**src/rtl/pattern_search_ctrl_pkg.sv**
```systemverilog
// Shared types and default widths for the pattern search sequencer.
package pattern_search_ctrl_pkg;

    localparam int PSA_ADDR_W = 8;
    localparam int PSA_DATA_W = 8;

    typedef enum logic [1:0] {
        S_IDLE  = 2'd0,
        S_FETCH = 2'd1,
        S_CMP   = 2'd2,
        S_DONE  = 2'd3
    } psa_state_e;

endpackage

```
**src/rtl/pattern_search_ctrl_if.sv**
```systemverilog
// Host control/status plus both BRAM A-port buses; master = search controller side.
interface pattern_search_ctrl_if
    import pattern_search_ctrl_pkg::*;
#(
    parameter int ADDR_W = PSA_ADDR_W,
    parameter int DATA_W = PSA_DATA_W
);
    localparam int LEN_W = ADDR_W + 1;

    logic              start;
    logic              abort;
    logic [LEN_W-1:0]  data_len;
    logic [LEN_W-1:0]  pat_len;
    logic              busy;
    logic              done;
    logic              found;
    logic [ADDR_W-1:0] match_addr;

    logic              data_ena;
    logic              data_wea;
    logic [ADDR_W-1:0] data_addra;
    logic [DATA_W-1:0] data_douta;

    logic              pat_ena;
    logic              pat_wea;
    logic [ADDR_W-1:0] pat_addra;
    logic [DATA_W-1:0] pat_douta;

    modport master (
        input  start, abort, data_len, pat_len, data_douta, pat_douta,
        output busy, done, found, match_addr,
               data_ena, data_wea, data_addra, pat_ena, pat_wea, pat_addra
    );

    modport slave (
        output start, abort, data_len, pat_len, data_douta, pat_douta,
        input  busy, done, found, match_addr,
               data_ena, data_wea, data_addra, pat_ena, pat_wea, pat_addra
    );

endinterface

```
**src/rtl/pattern_search_ctrl.sv**
```systemverilog
// Naive substring search of the pattern BRAM within the data BRAM; reports first match base.
// Latency: 2 cycles per byte compare, done after 2*compares+1 edges counting the start edge.
// Backpressure: none; start is ignored while busy, abort cancels without a done pulse.
module pattern_search_ctrl
    import pattern_search_ctrl_pkg::*;
#(
    parameter int ADDR_W = PSA_ADDR_W,
    parameter int DATA_W = PSA_DATA_W
) (
    input  logic                  clka,
    input  logic                  rsta_n,
    pattern_search_ctrl_if.master bus
);
    localparam int LEN_W = ADDR_W + 1;

    psa_state_e        state_q, state_d;
    logic [LEN_W-1:0]  base_q, base_d;
    logic [LEN_W-1:0]  idx_q, idx_d;
    logic [LEN_W-1:0]  dlen_q, dlen_d;
    logic [LEN_W-1:0]  plen_q, plen_d;
    logic              found_q, found_d;
    logic [ADDR_W-1:0] match_q, match_d;
    logic [ADDR_W-1:0] daddr_q, daddr_d;
    logic [ADDR_W-1:0] paddr_q, paddr_d;

    logic [DATA_W-1:0] data_byte, pat_byte;
    logic              start_ok, len_bad, byte_eq, last_idx, base_over;
    logic [LEN_W-1:0]  base_inc, last_base;

    assign data_byte = bus.data_douta;
    assign pat_byte  = bus.pat_douta;

    // abort wins over a simultaneous start in IDLE
    assign start_ok  = bus.start && !bus.abort;
    assign len_bad   = (bus.pat_len == '0) || (bus.pat_len > bus.data_len);
    assign byte_eq   = (data_byte == pat_byte);
    assign last_idx  = (idx_q == plen_q - LEN_W'(1));
    assign base_inc  = base_q + LEN_W'(1);
    // only consulted in CMP, where plen_q <= dlen_q is guaranteed
    assign last_base = dlen_q - plen_q;
    assign base_over = (base_inc > last_base);

    always_comb begin
        state_d = state_q;
        found_d = found_q;
        match_d = match_q;
        dlen_d  = dlen_q;
        plen_d  = plen_q;
        case (state_q)
            S_IDLE: begin
                if (start_ok) begin
                    dlen_d  = bus.data_len;
                    plen_d  = bus.pat_len;
                    found_d = 1'b0;
                    match_d = '0;
                    state_d = len_bad ? S_DONE : S_FETCH;
                end
            end
            S_FETCH: state_d = S_CMP;
            S_CMP: begin
                if (byte_eq && last_idx) begin
                    found_d = 1'b1;
                    match_d = base_q[ADDR_W-1:0];
                    state_d = S_DONE;
                end else if (byte_eq) begin
                    state_d = S_FETCH;
                end else begin
                    state_d = base_over ? S_DONE : S_FETCH;
                end
            end
            S_DONE:  state_d = S_IDLE;
            default: state_d = S_IDLE;
        endcase
        if (bus.abort && (state_q != S_IDLE)) begin
            state_d = S_IDLE;
            found_d = 1'b0;
            match_d = '0;
        end
    end

    always_comb begin
        base_d  = base_q;
        idx_d   = idx_q;
        daddr_d = daddr_q;
        paddr_d = paddr_q;
        case (state_q)
            S_IDLE: begin
                if (start_ok) begin
                    base_d = '0;
                    idx_d  = '0;
                end
            end
            S_CMP: begin
                if (byte_eq && !last_idx) begin
                    idx_d = idx_q + LEN_W'(1);
                end else if (!byte_eq) begin
                    base_d = base_inc;
                    idx_d  = '0;
                end
            end
            default: ;
        endcase
        // Addresses are loaded only on entry to FETCH so they hold between fetches
        // and never show the out-of-range base left behind by the final mismatch.
        if (state_d == S_FETCH) begin
            daddr_d = base_d[ADDR_W-1:0] + idx_d[ADDR_W-1:0];
            paddr_d = idx_d[ADDR_W-1:0];
        end
    end

    always_ff @(posedge clka or negedge rsta_n) begin
        if (!rsta_n) begin
            state_q <= S_IDLE;
        end else begin
            state_q <= state_d;
        end
    end

    always_ff @(posedge clka or negedge rsta_n) begin
        if (!rsta_n) begin
            base_q  <= '0;
            idx_q   <= '0;
            dlen_q  <= '0;
            plen_q  <= '0;
            found_q <= 1'b0;
            match_q <= '0;
            daddr_q <= '0;
            paddr_q <= '0;
        end else begin
            base_q  <= base_d;
            idx_q   <= idx_d;
            dlen_q  <= dlen_d;
            plen_q  <= plen_d;
            found_q <= found_d;
            match_q <= match_d;
            daddr_q <= daddr_d;
            paddr_q <= paddr_d;
        end
    end

    assign bus.busy       = (state_q != S_IDLE);
    assign bus.done       = (state_q == S_DONE);
    assign bus.found      = found_q;
    assign bus.match_addr = match_q;
    assign bus.data_ena   = (state_q == S_FETCH);
    assign bus.pat_ena    = (state_q == S_FETCH);
    assign bus.data_wea   = 1'b0;
    assign bus.pat_wea    = 1'b0;
    assign bus.data_addra = daddr_q;
    assign bus.pat_addra  = paddr_q;

endmodule

```
**src/flat_wrapper.sv**
```systemverilog
// flat-port wrapper written by rule: the top's interface ports become plain ports
module pattern_search_ctrl_flat import pattern_search_ctrl_pkg::*;
#(
    parameter int ADDR_W = PSA_ADDR_W,
    parameter int DATA_W = PSA_DATA_W
)
  (clka, rsta_n, bus_start, bus_abort, bus_data_len, bus_pat_len, bus_data_douta, bus_pat_douta, bus_busy, bus_done, bus_found, bus_match_addr, bus_data_ena, bus_data_wea, bus_data_addra, bus_pat_ena, bus_pat_wea, bus_pat_addra);
  pattern_search_ctrl_if #(.ADDR_W(ADDR_W), .DATA_W(DATA_W)) bus_i ();
  input  logic clka;
  input  logic rsta_n;
  input wire logic [$bits(bus_i.start)-1:0] bus_start;
  input wire logic [$bits(bus_i.abort)-1:0] bus_abort;
  input wire logic [$bits(bus_i.data_len)-1:0] bus_data_len;
  input wire logic [$bits(bus_i.pat_len)-1:0] bus_pat_len;
  input wire logic [$bits(bus_i.data_douta)-1:0] bus_data_douta;
  input wire logic [$bits(bus_i.pat_douta)-1:0] bus_pat_douta;
  output wire logic [$bits(bus_i.busy)-1:0] bus_busy;
  output wire logic [$bits(bus_i.done)-1:0] bus_done;
  output wire logic [$bits(bus_i.found)-1:0] bus_found;
  output wire logic [$bits(bus_i.match_addr)-1:0] bus_match_addr;
  output wire logic [$bits(bus_i.data_ena)-1:0] bus_data_ena;
  output wire logic [$bits(bus_i.data_wea)-1:0] bus_data_wea;
  output wire logic [$bits(bus_i.data_addra)-1:0] bus_data_addra;
  output wire logic [$bits(bus_i.pat_ena)-1:0] bus_pat_ena;
  output wire logic [$bits(bus_i.pat_wea)-1:0] bus_pat_wea;
  output wire logic [$bits(bus_i.pat_addra)-1:0] bus_pat_addra;
  assign bus_i.start = bus_start;
  assign bus_i.abort = bus_abort;
  assign bus_i.data_len = bus_data_len;
  assign bus_i.pat_len = bus_pat_len;
  assign bus_i.data_douta = bus_data_douta;
  assign bus_i.pat_douta = bus_pat_douta;
  assign bus_busy = bus_i.busy;
  assign bus_done = bus_i.done;
  assign bus_found = bus_i.found;
  assign bus_match_addr = bus_i.match_addr;
  assign bus_data_ena = bus_i.data_ena;
  assign bus_data_wea = bus_i.data_wea;
  assign bus_data_addra = bus_i.data_addra;
  assign bus_pat_ena = bus_i.pat_ena;
  assign bus_pat_wea = bus_i.pat_wea;
  assign bus_pat_addra = bus_i.pat_addra;
  pattern_search_ctrl #(.ADDR_W(ADDR_W), .DATA_W(DATA_W)) u_core (.clka(clka), .rsta_n(rsta_n), .bus(bus_i));
endmodule
```
**config.mk**
```make
export PLATFORM = sky130hd
export DESIGN_NAME = pattern_search_ctrl_flat
export DESIGN_NICKNAME = d
export VERILOG_FILES = /design/src/rtl/pattern_search_ctrl_pkg.sv /design/src/rtl/pattern_search_ctrl_if.sv /design/src/rtl/pattern_search_ctrl.sv /design/src/flat_wrapper.sv
export SDC_FILE = /design/constraint.sdc
export NUM_CORES = 1
export LEC_CHECK = 0
export ABC_CLOCK_PERIOD_IN_PS = 3800
export CORE_MARGIN = 4
export CORE_UTILIZATION = 44
export DETAILED_ROUTE_END_ITERATION = 6
export DONT_BUFFER_PORTS = 1
export SLEW_MARGIN = 20
export SYNTH_ARGS = -nofsm -noshare
export SYNTH_HDL_FRONTEND = slang
export SYNTH_SLANG_ARGS = --single-unit
```
**constraint.sdc**
```tcl
create_clock -name clka -period 3.8 [get_ports clka]
set_clock_uncertainty 0.05 [all_clocks]
set_input_delay 1.14 -clock clka [delete_from_list [all_inputs] [get_ports clka]]
set_output_delay 1.14 -clock clka [all_outputs]
set_load 0.03 [all_outputs]
```
==> results of run 1 <==
how the worst min path moves through the flow:
stage,startpoint,end,cells past startpoint
after floorplan,u_core.dlen_q[2],u_core.dlen_q[2],1
after global placement,u_core.dlen_q[4],u_core.dlen_q[4],1
after detailed placement,u_core.dlen_q[3],u_core.dlen_q[3],1
after CTS,rsta_n,u_core.bus.match_addr[2],0
after global routing,rsta_n,u_core.bus.match_addr[1],0
final,rsta_n,u_core.bus.match_addr[2],0
sequential cells by signal, summed over array words and instances, names as in the netlist:
name                   flops
u_core.state_q             2
u_core.bus.match_addr      8
u_core.plen_q              9
u_core.idx_q               9
u_core.bus.found           1
u_core.base_q              9
u_core.bus.data_addra      8
u_core.bus.pat_addra       8
u_core.dlen_q              9
cells by family (layout without fill, tap and decap cells):
group	Yosys count	after routing	synth area share, %
AOI/OAI and AO/OA	96	96	15.3
adders and majority gates	38	38	11.4
xor gates and xnor gates	36	36	7.63
buffers and inverters	51	153	5.16
muxes	35	35	9.71
DFF	63	63	36.5
other	1	2	0.0869
and+or+nand+nor	118	119	14.2
through the flow:
step	worst slack, ns	cells	utilization, %	hold WS, ns
finish	-0.118	671	59.4	0.425
global route	-0.321	671	59.4	0.397
CTS	-0.104	671	58.7	0.409
detailed placement	-0.360	619	52.5	0.467
global placement	-0.351	619	52.5	0.452
floorplan	-0.244	439	-	0.435
what timing repair did:
action / in CTS / in global routing
hold buffers: 0 / 0
pin swaps: 26 / 10
resized for setup: 22 / 14
setup endpoints to repair: 16 / 17
cloned: 1 / 0
buffers inserted: 35 / 3
power groups by stage:
stage | Clock, uW | Combinational, uW | Sequential (uW)
floorplan | 0 | 1260 | 951
global placement | 0 | 1780 | 974
detailed placement | 0 | 1850 | 981
CTS | 696 | 2230 | 973
global route | 721 | 2560 | 998
finish | 685 | 2340 | 981
placed cells by master (no fill, tap or decap), types with 3 or more instances in the layout:
| cell | n |
|---|---|
| buf_4 | 96 |
| nand3_1 | 9 |
| xor2_1 | 20 |
| dfrtp_1 | 62 |
| ha_1 | 33 |
| and2_1 | 3 |
| o21a_1 | 10 |
| clkbuf_8 | 10 |
| o21ai_1 | 4 |
| a21oi_2 | 6 |
| o21ai_0 | 16 |
| and3_1 | 3 |
| o31ai_1 | 4 |
| mux2_2 | 12 |
| nand2b_1 | 6 |
| inv_1 | 37 |
| a21o_1 | 4 |
| o21bai_1 | 7 |
| mux2i_1 | 9 |
| nand2_1 | 38 |
| xnor2_1 | 15 |
| a21oi_1 | 15 |
| nor3_1 | 5 |
| nor2_1 | 16 |
| mux2_4 | 13 |
| a22o_1 | 6 |
| nor2b_1 | 8 |
| or2_2 | 5 |
per-layer routing:
metal | up-vias | global-route usage (%) | share of wire, % | routed length [um]
met5 | - | 0 | 0 | 0
met4 | 0 | 5.48 | 1.4 | 158
met3 | 13 | 5.00 | 4.3 | 505
met2 | 66 | 35.7 | 51 | 5980
met1 | 1792 | 26.8 | 43 | 5000
li1 | 1752 | - | - | -
layout make-up:
| type | count | share of cell area, % |
|---|---|---|
| Clock buffer | 10 | 2.47 |
| Multi-Input combinational cell | 326 | 48.6 |
| Inverter | 39 | 2.68 |
| Timing Repair Buffer | 98 | 13.4 |
| Tap cell | 129 | 2.90 |
| Clock inverter | 6 | 1.66 |
| Sequential cell | 63 | 28.4 |
worst register-to-register path: cells and delay by family, from the launching register on:
family / cells / cell delay [ns]
simple gates: 6 / 1.40
fa+ha+maj: 1 / 0.22
compound gates: 10 / 1.70
flops: 1 / 0.46
==> results by group, run 1 <==
Run status
  – Status: finished, violations left
  – Failing checks: setup timing

Power and ir drop
  – Leak pwr: 0.00272 uW
  – Power Total: 4010 uW
  – VDD IR max: 305 uV
  – Clock power frac: 17.1%
  – Sw Share: 39.3%
  – Int Pwr: 2430 uW
  – P_sw: 1570 uW
  – Seq pwr share: 24.5%
  – Comb pwr share: 58.4%
  – P per Cell Area: 720 mW/mm^2

Floorplan
  – Die ar.: 0.0115 mm^2
  – Initial Util: 46.0%
  – # rows: 35
  – Die width: 107 um
  – Top Ports: 69
  – Total core area: 0.00937 mm^2
  – Die extent in y: 107 um

Worst setup path
  – CP max FO: 6
  – Crit Reg-Reg Endpoint: u_core.bus.data_addra[7]
  – R2R cell count: 17
  – Crit-path slowest cell: dfrtp_2
  – CP required: 4.01 ns
  – FF-to-FF Start: u_core.plen_q[0]
  – Critical Path Source: u_core.plen_q[0]
  – Crit. End Element: flip-flop
  – CP cell instances: or3_4 -> o32a_1 -> a221oi_2 -> and3_1 -> nand2_2 -> o21bai_1 -> a32o_2 -> ha_1 -> a21o_1 -> a21oi_2 -> o21bai_1 -> a21oi_2 -> nand2b_4 -> nor2_1 -> o21a_1 -> or4_1 -> a31oi_1
  – Critical setup path kind: flip-flop to flip-flop
  – R2R Setup Slk: -0.12 ns
  – Buffers & Inverters on Critical Path: 0
  – Slowest cell delay on critical path: 0.46 ns
  – Critical Path Start Type: flip-flop
  – Delay-heaviest family, CP: compound AO/OA/AOI/OAI gates
  – Worst setup path endpoint: u_core.bus.data_addra[7]
  – CP arrival: 4.13 ns
  – Crit path depth: 17

Synth
  – Register bit total from synthesis: 63
  – Yosys top cell area share: 36.5%
  – Area contributors post-synth: dfrtp_1, ha_1, mux2_2
  – Yosys cell types: 65
  – Ys flop type: dfrtp_1
  – Top cells by count, synth: dfrtp_1, inv_1, nand2_1
  – Avg Inst Size Synth: 9.85 um^2
  – Synth Cell Area: 0.00432 mm^2
  – Seq/Total Area, Yosys: 36.5%
  – Mapped Cells: 438
  – Post-synth ARST share: 100%
  – Count leader, synth: dfrtp_1
  – Synth Warn #: 0
  – EDFF count, synth: 0
  – Synth area leader: dfrtp_1

Cells and area
  – Layout cells sized above 1: 33.2%
  – Diodes inserted: 0
  – # nets final: 613
  – Area delta synth->final: 28.9%
  – Storage element area: 0.00158 mm^2
  – Final instance area: 0.00556 mm^2
  – Fill cells: 835
  – Multi-input gate area: 0.00270 mm^2

GRT
  – Total GRT Usage: 21.0%
  – Grt total ovfl: 0
  – Vias in the first global route: 3781
  – Initial antenna violation count: 0
  – Largest net degree at the start of global routing: 64
  – Global-route wire length before repair: 19000 um

STA
  – Final Cycle Share: 103%
  – Setup_tns: -1.50 ns
  – Final WS setup: -0.118 ns
  – RSZ-0062 raised after global routing: true
  – Tightest Pin Transition: 0.686 ns
  – Fin crit period: 3.92 ns
  – F_max: 0.255 GHz
  – Pins Over Slew Limit: 0
  – Worst slew margin: 54.1%
  – Final setup violation count: 16
  – Hold Fails Final Rpt: 0

Clock tree
  – H-tree levels: 3
  – Worst-Skew Late Latency: 0.35 ns
  – Total CTS buffers: 9
  – Clock Tree Root: clkbuf_8
  – Max Root-Sink Buffers: 2
  – CTS tree: done
  – Clock slew at reported path FFs: 0.08 ns
  – Clock sinks: 63

Detailed routing
  – Via/cell ratio: 5.40
  – Vias: 3623
  – ANT nets after route: 0
  – Initial DRT Pass Iterations: 4
  – Drt drc: 0
  – DR iter-0 viols: 173
  – Avg WL per Cell: 17.3 um
  – Final WL: 11600 um

Hold path
  – Worst Hold Class: input port to async pin

Placement
  – I/O Buffers: 0
  – Hpwl dp: 8370 um
  – Gpl congestion: 0.867
  – Post-DP Area: 0.00492 mm^2

Flow run
  – Maxcap violations: 0
(Power assumes the default switching activity.)
==> run 2, diff against run 1 <==
- PLACE_DENSITY: not set -> 0.58
- SLEW_MARGIN: 20 -> not set
==> results by group, run 2 (synthesis results as in run 1) <==
Detailed routing
  – Avg WL per Cell: 17.2 um (was 17.3 um)
  – ANT nets after route: 0 (unchanged)
  – Initial DRT Pass Iterations: 4 (unchanged)
  – Final WL: 11100 um (was 11600 um)
  – Via/cell ratio: 5.31 (was 5.40)
  – Vias: 3428 (was 3623)
  – Drt drc: 0 (unchanged)
  – DR iter-0 viols: 136 (was 173)

STA
  – F_max: 0.255 GHz (about the same)
  – Pins Over Slew Limit: 0 (unchanged)
  – Setup_tns: -1.23 ns (was -1.50 ns)
  – Hold Fails Final Rpt: 0 (unchanged)
  – Fin crit period: 3.92 ns (about the same)
  – RSZ-0062 raised after global routing: true (unchanged)
  – Final WS setup: -0.119 ns (was -0.118 ns)
  – Final setup violation count: 14 (was 16)
  – Final Cycle Share: 103% (about the same)

GRT
  – Met3 Use GR: 4.46% (was 5.00%)
  – Global-route wire length before repair: 18000 um (was 19000 um)
  – Vias in the first global route: 3616 (was 3781)
  – Total GRT Usage: 20.0% (was 21.0%)
  – Initial antenna violation count: 0 (unchanged)
  – Met2 Usage GRT: 33.0% (was 35.7%)
  – GRT met1 Usage: 26.4% (was 26.8%)
  – Grt total ovfl: 0 (unchanged)
  – Busiest grt layer: met2 (unchanged)
  – Largest net degree at the start of global routing: 64 (unchanged)

Run status
  – Status: finished, violations left (unchanged)
  – Failing checks: setup timing (unchanged)

Placement
  – I/O Buffers: 0 (unchanged)
  – Gpl congestion: 0.857 (was 0.867)
  – Post-DP Area: 0.00491 mm^2 (was 0.00492 mm^2)
  – Hpwl dp: 8280 um (was 8370 um)

Clock tree
  – Total CTS buffers: 9 (unchanged)
  – Worst-Skew Late Latency: 0.35 ns (about the same)
  – Clock sinks: 63 (unchanged)
  – H-tree levels: 3 (unchanged)
  – Post-cts hold buffer count: 0 (unchanged)
  – Clock slew at reported path FFs: 0.08 ns (about the same)
  – Max Root-Sink Buffers: 2 (unchanged)
  – Clock Tree Root: clkbuf_8 (unchanged)
  – CTS tree: done (unchanged)

Cells and area
  – Commonest non-fill, non-tap cell in the layout: buf_4 (unchanged)
  – Most frequent cells in the layout: buf_4, dfrtp_1, nand2_1 (unchanged)
  – # nets final: 587 (was 613)
  – Area delta synth->final: 25.2% (was 28.9%)
  – Final instance area: 0.00540 mm^2 (was 0.00556 mm^2)
  – Layout cells sized above 1: 32.4% (was 33.2%)
  – Storage element area: 0.00158 mm^2 (unchanged)
  – Multi-input gate area: 0.00274 mm^2 (was 0.00270 mm^2)
  – Fill cells: 849 (was 835)
  – Diodes inserted: 0 (unchanged)

Flow run
  – Maxcap violations: 0 (unchanged)

Floorplan
  – # rows: 35 (unchanged)
  – Top Ports: 69 (unchanged)
  – Total core area: 0.00937 mm^2 (unchanged)
  – Die width: 107 um (unchanged)
  – Initial Util: 46.0% (unchanged)
  – Die ar.: 0.0115 mm^2 (unchanged)
  – Die extent in y: 107 um (unchanged)

Worst setup path
  – Critical setup path kind: flip-flop to flip-flop (unchanged)
  – Critical Path Start Type: flip-flop (unchanged)
  – CP max FO: 6 (unchanged)
  – CP required: 4.03 ns (was 4.01 ns)
  – Buffers & Inverters on Critical Path: 0 (unchanged)
  – Slowest cell delay on critical path: 0.46 ns (about the same)
  – Crit. End Element: flip-flop (unchanged)
  – CP cell instances: or3_4 -> o31a_1 -> a2111oi_2 -> and3_1 -> nand2_2 -> o21bai_1 -> a32o_2 -> ha_4 -> a21o_1 -> a21oi_2 -> o21bai_1 -> a21oi_2 -> nand2b_4 -> nor2_2 -> o21a_1 -> or4_1 -> a31oi_1 (was or3_4 -> o32a_1 -> a221oi_2 -> and3_1 -> nand2_2 -> o21bai_1 -> a32o_2 -> ha_1 -> a21o_1 -> a21oi_2 -> o21bai_1 -> a21oi_2 -> nand2b_4 -> nor2_1 -> o21a_1 -> or4_1 -> a31oi_1)
  – Delay-heaviest family, CP: compound AO/OA/AOI/OAI gates (unchanged)
  – Crit-path slowest cell: or4_1 (was dfrtp_2)
  – CP arrival: 4.15 ns (was 4.13 ns)

Power and ir drop
  – P per Cell Area: 712 mW/mm^2 (was 720 mW/mm^2)
  – Leak pwr: 0.00260 uW (was 0.00272 uW)
  – VDD IR max: 362 uV (was 305 uV)

Hold path
  – Worst Hold Class: input port to async pin (unchanged)
[run 2: cell types whose count changed in the layout (fill, tap and decap cells not counted), sizes merged]
cell and delta:
buf -26, clkinv +2, clkinvlp -2, clkbuf -1
inv +1
[run 2: layer usage]
| metal | share of wire (%) | vias to the layer above | wire length (um) |
|---|---|---|---|
| met5 | 0 | - | 0 |
| met2 | 49 | 58 | 5460 |
| met3 | 4.0 | 14 | 448 |
| met1 | 45 | 1665 | 5020 |
| met4 | 1.2 | 0 | 138 |
| li1 | - | 1691 | - |
[run 2: where the power goes]
group,switching [uW],internal (uW),leakage [uW]
clock network,310,377,0.000114
logic,1090,1100,0.00165
registers,167,804,0.000837
[run 2: worst paths after layout]
path                                        from                       end  slack [ns]  cells after the start
worst max-delay path            u_core.plen_q[5]  u_core.bus.data_addra[7]       -0.12                     17
worst min-delay path                      rsta_n  u_core.bus.match_addr[5]        0.42                      0
worst max register to register  u_core.plen_q[5]  u_core.bus.data_addra[7]       -0.12                     17
worst min register to register  u_core.dlen_q[5]          u_core.dlen_q[5]        0.47                      1
max in group asynchronous                 rsta_n          u_core.dlen_q[7]        3.16                      0
min in group clka               u_core.dlen_q[5]          u_core.dlen_q[5]        0.47                      1
[run 2: timing repair]
item / 4_1_cts / 5_1_grt
buffers inserted: 8 / 4
pin swaps: 27 / 22
gates resized for setup: 24 / 20
hold endpoints to repair: 0 / 0
setup endpoints to repair: 16 / 17
cloned: 1 / 0
[run 2: stage by stage]
stage          util (%)  hold slack (ns)  cells  worst slack (ns)  power, uW
2_1_floorplan         -            0.435    439            -0.244       2220
3_3_place_gp       52.3            0.447    617            -0.327       2760
3_5_place_dp       52.3            0.453    617            -0.405       2830
4_1_cts            56.4            0.411    641            -0.109       3680
5_1_grt            57.7            0.397    645            -0.395       4150
6_report           57.7            0.422    645            -0.119       3850
[run 2: layout make-up]
cell class / instances / area share [%]
clock buffers: 9 / 2.29
flip-flops and latches: 63 / 29.2
multi-input cells: 326 / 50.7
clock inverters: 7 / 1.92
well taps: 129 / 2.99
repair buffers: 72 / 10.1
inverters: 39 / 2.71
